File: config.mk
export PLATFORM = sky130hd
export DESIGN_NAME = feed_arbiter
export DESIGN_NICKNAME = d
export VERILOG_FILES = /design/src/rtl/feed_pkg.sv /design/src/rtl/rr_pick.sv /design/src/rtl/feed_arbiter.sv
export SDC_FILE = /design/constraint.sdc
export NUM_CORES = 1
export LEC_CHECK = 0
export ABC_AREA = 1
export ABC_CLOCK_PERIOD_IN_PS = 2000
export CAP_MARGIN = 30
export CORE_AREA = 2 2 156 158
export DETAILED_ROUTE_END_ITERATION = 6
export DIE_AREA = 0 0 158 160
export PLACE_DENSITY_LB_ADDON = 0.15
export SLEW_MARGIN = 20
export SYNTH_ARGS = -nofsm -noshare
export SYNTH_HDL_FRONTEND = slang
export SYNTH_SLANG_ARGS = --single-unit
File: constraint.sdc
create_clock -name clk -period 2 [get_ports clk]
set_input_delay 0.6 -clock clk [delete_from_list [all_inputs] [get_ports clk]]
set_output_delay 0.6 -clock clk [all_outputs]
set_load 0.05 [all_outputs]
File: src/rtl/feed_pkg.sv
// Shared types and helpers for the feed arbiter slice.
package feed_pkg;

    typedef enum logic [1:0] {
        StIdle,
        StGrant,
        StDrop
    } state_e;

    // Width of a source/beat index; never below one bit.
    function automatic int unsigned id_width(input int unsigned n);
        return (n > 1) ? $clog2(n) : 1;
    endfunction

endpackage

File: src/rtl/rr_pick.sv
// Combinational round-robin picker: first set request at or above start, wrapping.
module rr_pick
    import feed_pkg::*;
#(
    parameter int unsigned N_SRC = 4,
    parameter int unsigned ID_W  = id_width(N_SRC)
) (
    input  logic [N_SRC-1:0] req,
    input  logic [ID_W-1:0]  start,
    output logic [ID_W-1:0]  idx,
    output logic             found
);

    always_comb begin
        int unsigned cand;
        idx   = '0;
        found = 1'b0;
        cand  = 0;
        for (int unsigned k = 0; k < N_SRC; k++) begin
            cand = (32'(start) + k) % N_SRC;
            if (!found && req[ID_W'(cand)]) begin
                idx   = ID_W'(cand);
                found = 1'b1;
            end
        end
    end

endmodule

File: src/rtl/feed_arbiter.sv
// Packet-locked round-robin merge of N_SRC AXIS feeds, with truncation of over-long packets.
module feed_arbiter
    import feed_pkg::*;
#(
    parameter int unsigned WIDTH     = 64,
    parameter int unsigned N_SRC     = 4,
    parameter int unsigned MAX_BEATS = 256
) (
    input  logic                             clk,
    input  logic                             rst,
    input  logic [N_SRC-1:0][WIDTH-1:0]      s_tdata,
    input  logic [N_SRC-1:0][WIDTH/8-1:0]    s_byteEnable,
    input  logic [N_SRC-1:0]                 s_tvalid,
    input  logic [N_SRC-1:0]                 s_tlast,
    output logic [N_SRC-1:0]                 s_tready,
    input  logic [N_SRC-1:0]                 src_enable,
    output logic [WIDTH-1:0]                 master_tdata,
    output logic [WIDTH/8-1:0]               master_byteEnable,
    output logic                             master_tvalid,
    output logic                             master_tlast,
    input  logic                             master_tready,
    output logic [id_width(N_SRC)-1:0]       master_tuser,
    output logic [15:0]                      trunc_count
);

    localparam int unsigned ID_W  = id_width(N_SRC);
    localparam int unsigned CNT_W = id_width(MAX_BEATS);

    state_e             state_q, state_d;
    logic [ID_W-1:0]    gnt_q, gnt_d;
    logic [ID_W-1:0]    rr_q, rr_d;
    logic [CNT_W-1:0]   cnt_q, cnt_d;
    logic [15:0]        trunc_q, trunc_d;

    logic [ID_W-1:0]    pick_idx;
    logic               pick_found;
    logic [ID_W-1:0]    gnt_next;
    logic               sel_valid;
    logic               sel_last;
    logic               at_limit;

    rr_pick #(
        .N_SRC (N_SRC),
        .ID_W  (ID_W)
    ) u_pick (
        .req   (s_tvalid & src_enable),
        .start (rr_q),
        .idx   (pick_idx),
        .found (pick_found)
    );

    assign gnt_next  = (gnt_q == ID_W'(N_SRC - 1)) ? '0 : gnt_q + 1'b1;
    assign sel_valid = s_tvalid[gnt_q];
    assign sel_last  = s_tlast[gnt_q];
    assign at_limit  = (cnt_q == CNT_W'(MAX_BEATS - 1));

    always_comb begin
        state_d           = state_q;
        gnt_d             = gnt_q;
        rr_d              = rr_q;
        cnt_d             = cnt_q;
        trunc_d           = trunc_q;
        s_tready          = '0;
        master_tvalid     = 1'b0;
        master_tlast      = 1'b0;
        master_tdata      = '0;
        master_byteEnable = '0;
        master_tuser      = '0;

        unique case (state_q)
            StIdle: begin
                if (pick_found) begin
                    gnt_d   = pick_idx;
                    state_d = StGrant;
                end
            end
            StGrant: begin
                master_tvalid     = sel_valid;
                master_tdata      = s_tdata[gnt_q];
                master_byteEnable = s_byteEnable[gnt_q];
                // The last allowed beat is presented as end-of-packet even if the source disagrees.
                master_tlast      = sel_last | at_limit;
                master_tuser      = gnt_q;
                s_tready[gnt_q]   = master_tready;
                if (sel_valid && master_tready) begin
                    if (sel_last) begin
                        rr_d    = gnt_next;
                        cnt_d   = '0;
                        state_d = StIdle;
                    end else if (at_limit) begin
                        cnt_d   = '0;
                        state_d = StDrop;
                        if (trunc_q != 16'hFFFF) begin
                            trunc_d = trunc_q + 16'd1;
                        end
                    end else begin
                        cnt_d = cnt_q + 1'b1;
                    end
                end
            end
            StDrop: begin
                s_tready[gnt_q] = 1'b1;
                if (sel_valid && sel_last) begin
                    rr_d    = gnt_next;
                    state_d = StIdle;
                end
            end
            default: state_d = StIdle;
        endcase
    end

    always_ff @(posedge clk or negedge rst) begin
        if (!rst) begin
            state_q <= StIdle;
            gnt_q   <= '0;
            rr_q    <= '0;
            cnt_q   <= '0;
            trunc_q <= '0;
        end else begin
            state_q <= state_d;
            gnt_q   <= gnt_d;
            rr_q    <= rr_d;
            cnt_q   <= cnt_d;
            trunc_q <= trunc_d;
        end
    end

    assign trunc_count = trunc_q;

endmodule

Yosys cells after proc, flatten, opt, wreduce, memory -nomap -nowiden
Index checks and enable logic that the tools add are counted.
W data, S select, Z words.
- bits in registers: 30
- input bits: 303
- output and inout bits: 96
- logic and storage cells: 92
- add/sub/neg operators: 6
- magnitude comparators: 6
- eq/ne operators: 10
- multiplexer cells: 45
- bitwise gates (word level): 4
- reductions and logical operators: 16
- operator list (kind ; count):
    $bmux W64 S2 ; 1
    $mux W64 ; 2
    $mux W8 ; 4
    $mux W2 ; 14
    $add A16 B1 Y16 const B ; 1
    $bmux W8 S2 ; 1
    $ne A16 B16 Y1 const B ; 1
    $lt A2 B3 Y1 const B ; 5
    $mux W1 ; 13
    $bmux W1 S2 ; 6
    $add A8 B1 Y8 const B ; 1
    $and A4 B4 Y4 ; 2
    $eq A8 B8 Y1 const B ; 1
    $ne A2 B2 Y1 const B ; 4
    $pmux W4 S2 ; 1
    $reduce_and A4 Y1 ; 2
    $logic_and A1 B1 Y1 ; 6
    $pmux W2 S3 ; 1
    $reduce_and A5 Y1 ; 1
    $add A2 B1 Y2 const B ; 2
    $add A2 B2 Y2 const B ; 2
    $eq A2 B2 Y1 const B ; 2
    $pmux W2 S2 ; 1
    $reduce_and A2 Y1 ; 2
    9 further kinds ; 11

Logic depth before layout (Yosys ltp)
- depth after elaboration: 15
- mapped depth: 13
- depth with buffers taken out: 12

Hierarchy
From an unflattened synthesis, not the netlist that was laid out.
- cell total of the unflattened synthesis: 924
- area total of the unflattened synthesis: 4840.9 sq um
- by module, submodules not included (module ; instances ; cells an instance ; area each (sq um)):
    feed_arbiter ; 1 ; 865 ; 4521.8
    rr_pick ; 1 ; 59 ; 319.1

Worst setup path before layout
Ideal clock, no wire load.
- path kind: reg2out
- from: reg gnt_q[0]
- to: out master_tdata[24]
- arrival time: 2.039 ns
- setup slack: -0.639 ns
- cell stages (with the launch flop): 8
- cell sequence: dfrtp_1 > buf_4 > clkbuf_1 > buf_1 > nor2_1 > nor2_1 > o21ai_0 > a21oi_1
- word-level cells in the longest chain between the ends: 3
- ends and longest elaborated chain (item ; RTL line ; source):
    start: declaration ; feed_arbiter.sv:30 ; logic [ID_W-1:0] gnt_q, gnt_d;
    start signal: assignment ; feed_arbiter.sv:121 ; gnt_q <= gnt_d;
    $bmux W64 S2 ; feed_arbiter.sv:79 ; master_tdata = s_tdata[gnt_q];
    $mux W64 (not written as such) ; feed_arbiter.sv:79 ;
    $mux W64 ; feed_arbiter.sv:70 ; unique case (state_q)
    end: declaration ; feed_arbiter.sv:17 ; output logic [WIDTH-1:0] master_tdata,
No other way between the ends. The select of a mux whose other input is x is not followed.

Worst setup path in the final report
- from: reg gnt_q[0]
- to: out master_tdata[5]
Same word-level chain as after synthesis.

==> metrics.txt <==
slew margin rel.=about two thirds; Routed Antenna Nets=0; maximum VDD drop=731 uV; Setup crit start kind=flip-flop; deepest clock path buffer count=2; synth unique cells=31; Mean Syn Cell Area=around 5.2 um^2; CTS clock-pin slew for the worst setup and hold paths=roughly 50 ps; proportion of layout cells with a drive suffix above 1=between 30% and 40%; GR Overflow Total=0; Max Fclk=0.419 GHz; worst-path maximum fanout=17; H-tree levels=2; Tot GR Track Use=a little under a quarter; clock buffer count from CTS=5; slowest stage delay, CP=about 500 ps; core footprint=around 24000 um^2; Hold WC Path Type=flip-flop to flip-flop; chip width=about 160 um; initial antenna violation count=11; CTS tree=built; # hold bufs at CTS=0; top post-synthesis cells by area=nor2_1 (26%), o21ai_0 (16%), dfrtp_1 (16%), nand2_1 (10%), a21oi_1 (8.0%); first-pass GRT wire length=roughly 44000 um; Post-Route WL=approximately 30000 um; via count=7663; Detailed Route Iter0 Violations=roughly 360; total power=about 19000 uW; failing checks=negative setup slack; crit-path cells=buf_12, buf_4, nor2_1, nor2_1, o21ai_2, a21oi_4, buf_12; Critical Path AT=1780 ps; Syn. warnings=0; min Tclk post-route=~2400 ps; synth-to-layout area growth=167%; via/cell ratio=around 4.5; vias in the first global route=between 7000 and 8000; status=finished, violations left; Port-buffer cells=~400; DR pass1 iterations=5; Mapped Area=between 4000 and 5000 um^2; Syn Nets=between 1000 and 1500; Residual DRC=0; crit end category=output pin; Worst-Skew Late Latency=roughly 280 ps; Routability Congestion=0.880; required time of the critical path=around 1400 ps; Starting Density=between 10% and 20%; Final setup violation count=93; sequential area share after synthesis=between 15 and 20%; Cell Count, Final, Fillers Out=1691; Root Buffer=clkbuf_16; largest net degree at the start of global routing=39; endpoints failing hold=0; register bit total from synthesis=30; Post-Syn Instances=around 900; RSZ-0062 raised after global routing=yes; Layout Nets=about 1700; # clock sinks=30; number of I/O pins=about 400; worst-margin pin slew=472 ps; LEAKAGE=between 0.004 and 0.005 uW; row count=between 50 and 60; Die H=about 160 um; HPWL Detailed=roughly 24000 um; Final Slew Violations=0; DP Cell Count=~1700; setup ws final=-385 ps; CP max stage cell=dfrtp_4; share of the synthesized area in the top cell type=around a quarter; Tcrit/Tclk final=119%; cell area power density=1500 nW/um^2; critical path class=flip-flop to output pin; Yosys top cell by area=nor2_1; max_cap viols=0; Wirelength per Cell=between 15 and 20 um; die footprint=roughly 25000 um^2; Clock Skews=2.42 ps
[synthesized netlist by cell type]
master and number:
inv_2 2, clkbuf_1 42, nor3_1 8, o21a_1 1, nor3_4 1, xnor2_1 6, ha_1 9, xor2_1 11
nand4_1 6, a31o_2 1, inv_1 32, o31ai_1 1, a22o_1 1, nor2_4 1, nand3b_1 2, or2_0 1
nand2_2 2, nor2_1 321, nand2_1 123, buf_1 6, o21ai_0 152, a21oi_1 74, nand3_1 40, o211ai_1 2
nor2_2 3, buf_4 2, buf_2 12, or2_2 1, buf_6 1, nand2_4 1, dfrtp_1 30
[cell type report]
type                    instances  area (um^2)
flip-flops and latches         30          759
fillers                      2287        11500
repair buffers                520         6150
diodes                          9         22.5
multi-input cells             768         4730
inverters                      34          158
clock buffers                   6          139
well taps                     324          405
[kinds of logic after synthesis]
logic type / count (synthesis) / share of synthesized area, %
buf+inv: 97 / 8.52
fa+ha+maj: 9 / 2.43
flops: 30 / 16.2
xor+xnor: 17 / 3.22
compound gates: 232 / 25.5
simple gates: 510 / 44.1
[flip-flops by register name, summed over array words and instances, names as in the netlist]
signal and flops:
cnt_q 8, gnt_q 2, rr_q 2, trunc_count 16, state_q 2
[final timing paths]
kind / start / to / slack (ps) / cells past startpoint
max in group asynchronous: rst / trunc_count[10]$_DFFE_PN0P_ / 890 / 2
min reg2reg: trunc_count[15]$_DFFE_PN0P_ / trunc_count[15]$_DFFE_PN0P_ / 500 / 2
max: gnt_q[0]$_DFFE_PN0P_ / master_tdata[5] / -380 / 7
min: trunc_count[15]$_DFFE_PN0P_ / trunc_count[15]$_DFFE_PN0P_ / 500 / 2
max reg2reg: gnt_q[0]$_DFFE_PN0P_ / trunc_count[4]$_DFFE_PN0P_ / 0 / 11
min in group asynchronous: rst / trunc_count[9]$_DFFE_PN0P_ / 650 / 1
[where the power goes]
part	internal, uW	leakage, uW	switching [uW]
logic	7730	0.00444	9310
clock network	479	0.0000689	253
registers	706	0.000406	126
total	8910	0.00491	9690
[metal layers]
| metal | global-route usage [%] | share of wire (%) | vias to the layer above |
|---|---|---|---|
| met5 | 0 | 0.087 | - |
| li1 | - | - | 3865 |
| met3 | 5.54 | 8.1 | 48 |
| met1 | 25.7 | 38 | 3511 |
| met2 | 40.7 | 51 | 235 |
| met4 | 8.52 | 2.8 | 4 |
[cells in the final DEF, fill, tap and decap left out, types with 2 or more instances in the layout]
cell and n:
clkinvlp_4 2, bufbuf_16 2, buf_12 101, inv_2 5, o21ai_1 76, nand3b_1 2, nand2_2 5, dfrtp_4 2
xnor2_1 6, nor2_1 302, inv_8 3, nand3_1 39, dlygate4sd2_1 2, a21oi_1 2, buf_8 3, nor3_1 8
o211ai_1 2, inv_1 24, dfrtp_1 27, clkdlybuf4s50_1 299, nor2_4 14, o21ai_0 10, ha_4 3, nand2_4 3
ha_1 5, nand4_1 6, nor2_2 9, o21ai_2 65, nand2_1 118, a21oi_4 72, buf_4 90, clkbuf_16 7
buf_6 17, buf_16 3, diode_2 9, xor2_1 11
[through the flow]
stage	instance area (um^2)	setup WS, ps	util [%]	TNS (ps)	hold slack, ps
global placement	11400	-413	47.8	-26250	484
CTS	12100	-395	50.7	-25590	506
detailed placement	11400	-399	47.8	-27080	490
finish	12400	-385	51.9	-24140	503
floorplan	5850	-149	-	-2970	304
global route	12400	-452	51.9	-32210	548
[critical path, delay by kind of cell (launching register included)]
| kind | cells | cell delay [ps] |
|---|---|---|
| compound gates | 2 | 300 |
| buf+inv | 3 | 530 |
| flops | 1 | 500 |
| simple gates | 2 | 160 |
[what timing repair did]
action / 4_1_cts / 5_1_grt
setup endpoints to repair: 97 / 110
pin swaps: 14 / 16
buffers inserted: 8 / 3
gates resized for setup: 108 / 63
cloned: 5 / 2
Note: power is estimated with default switching activity, not from simulation.
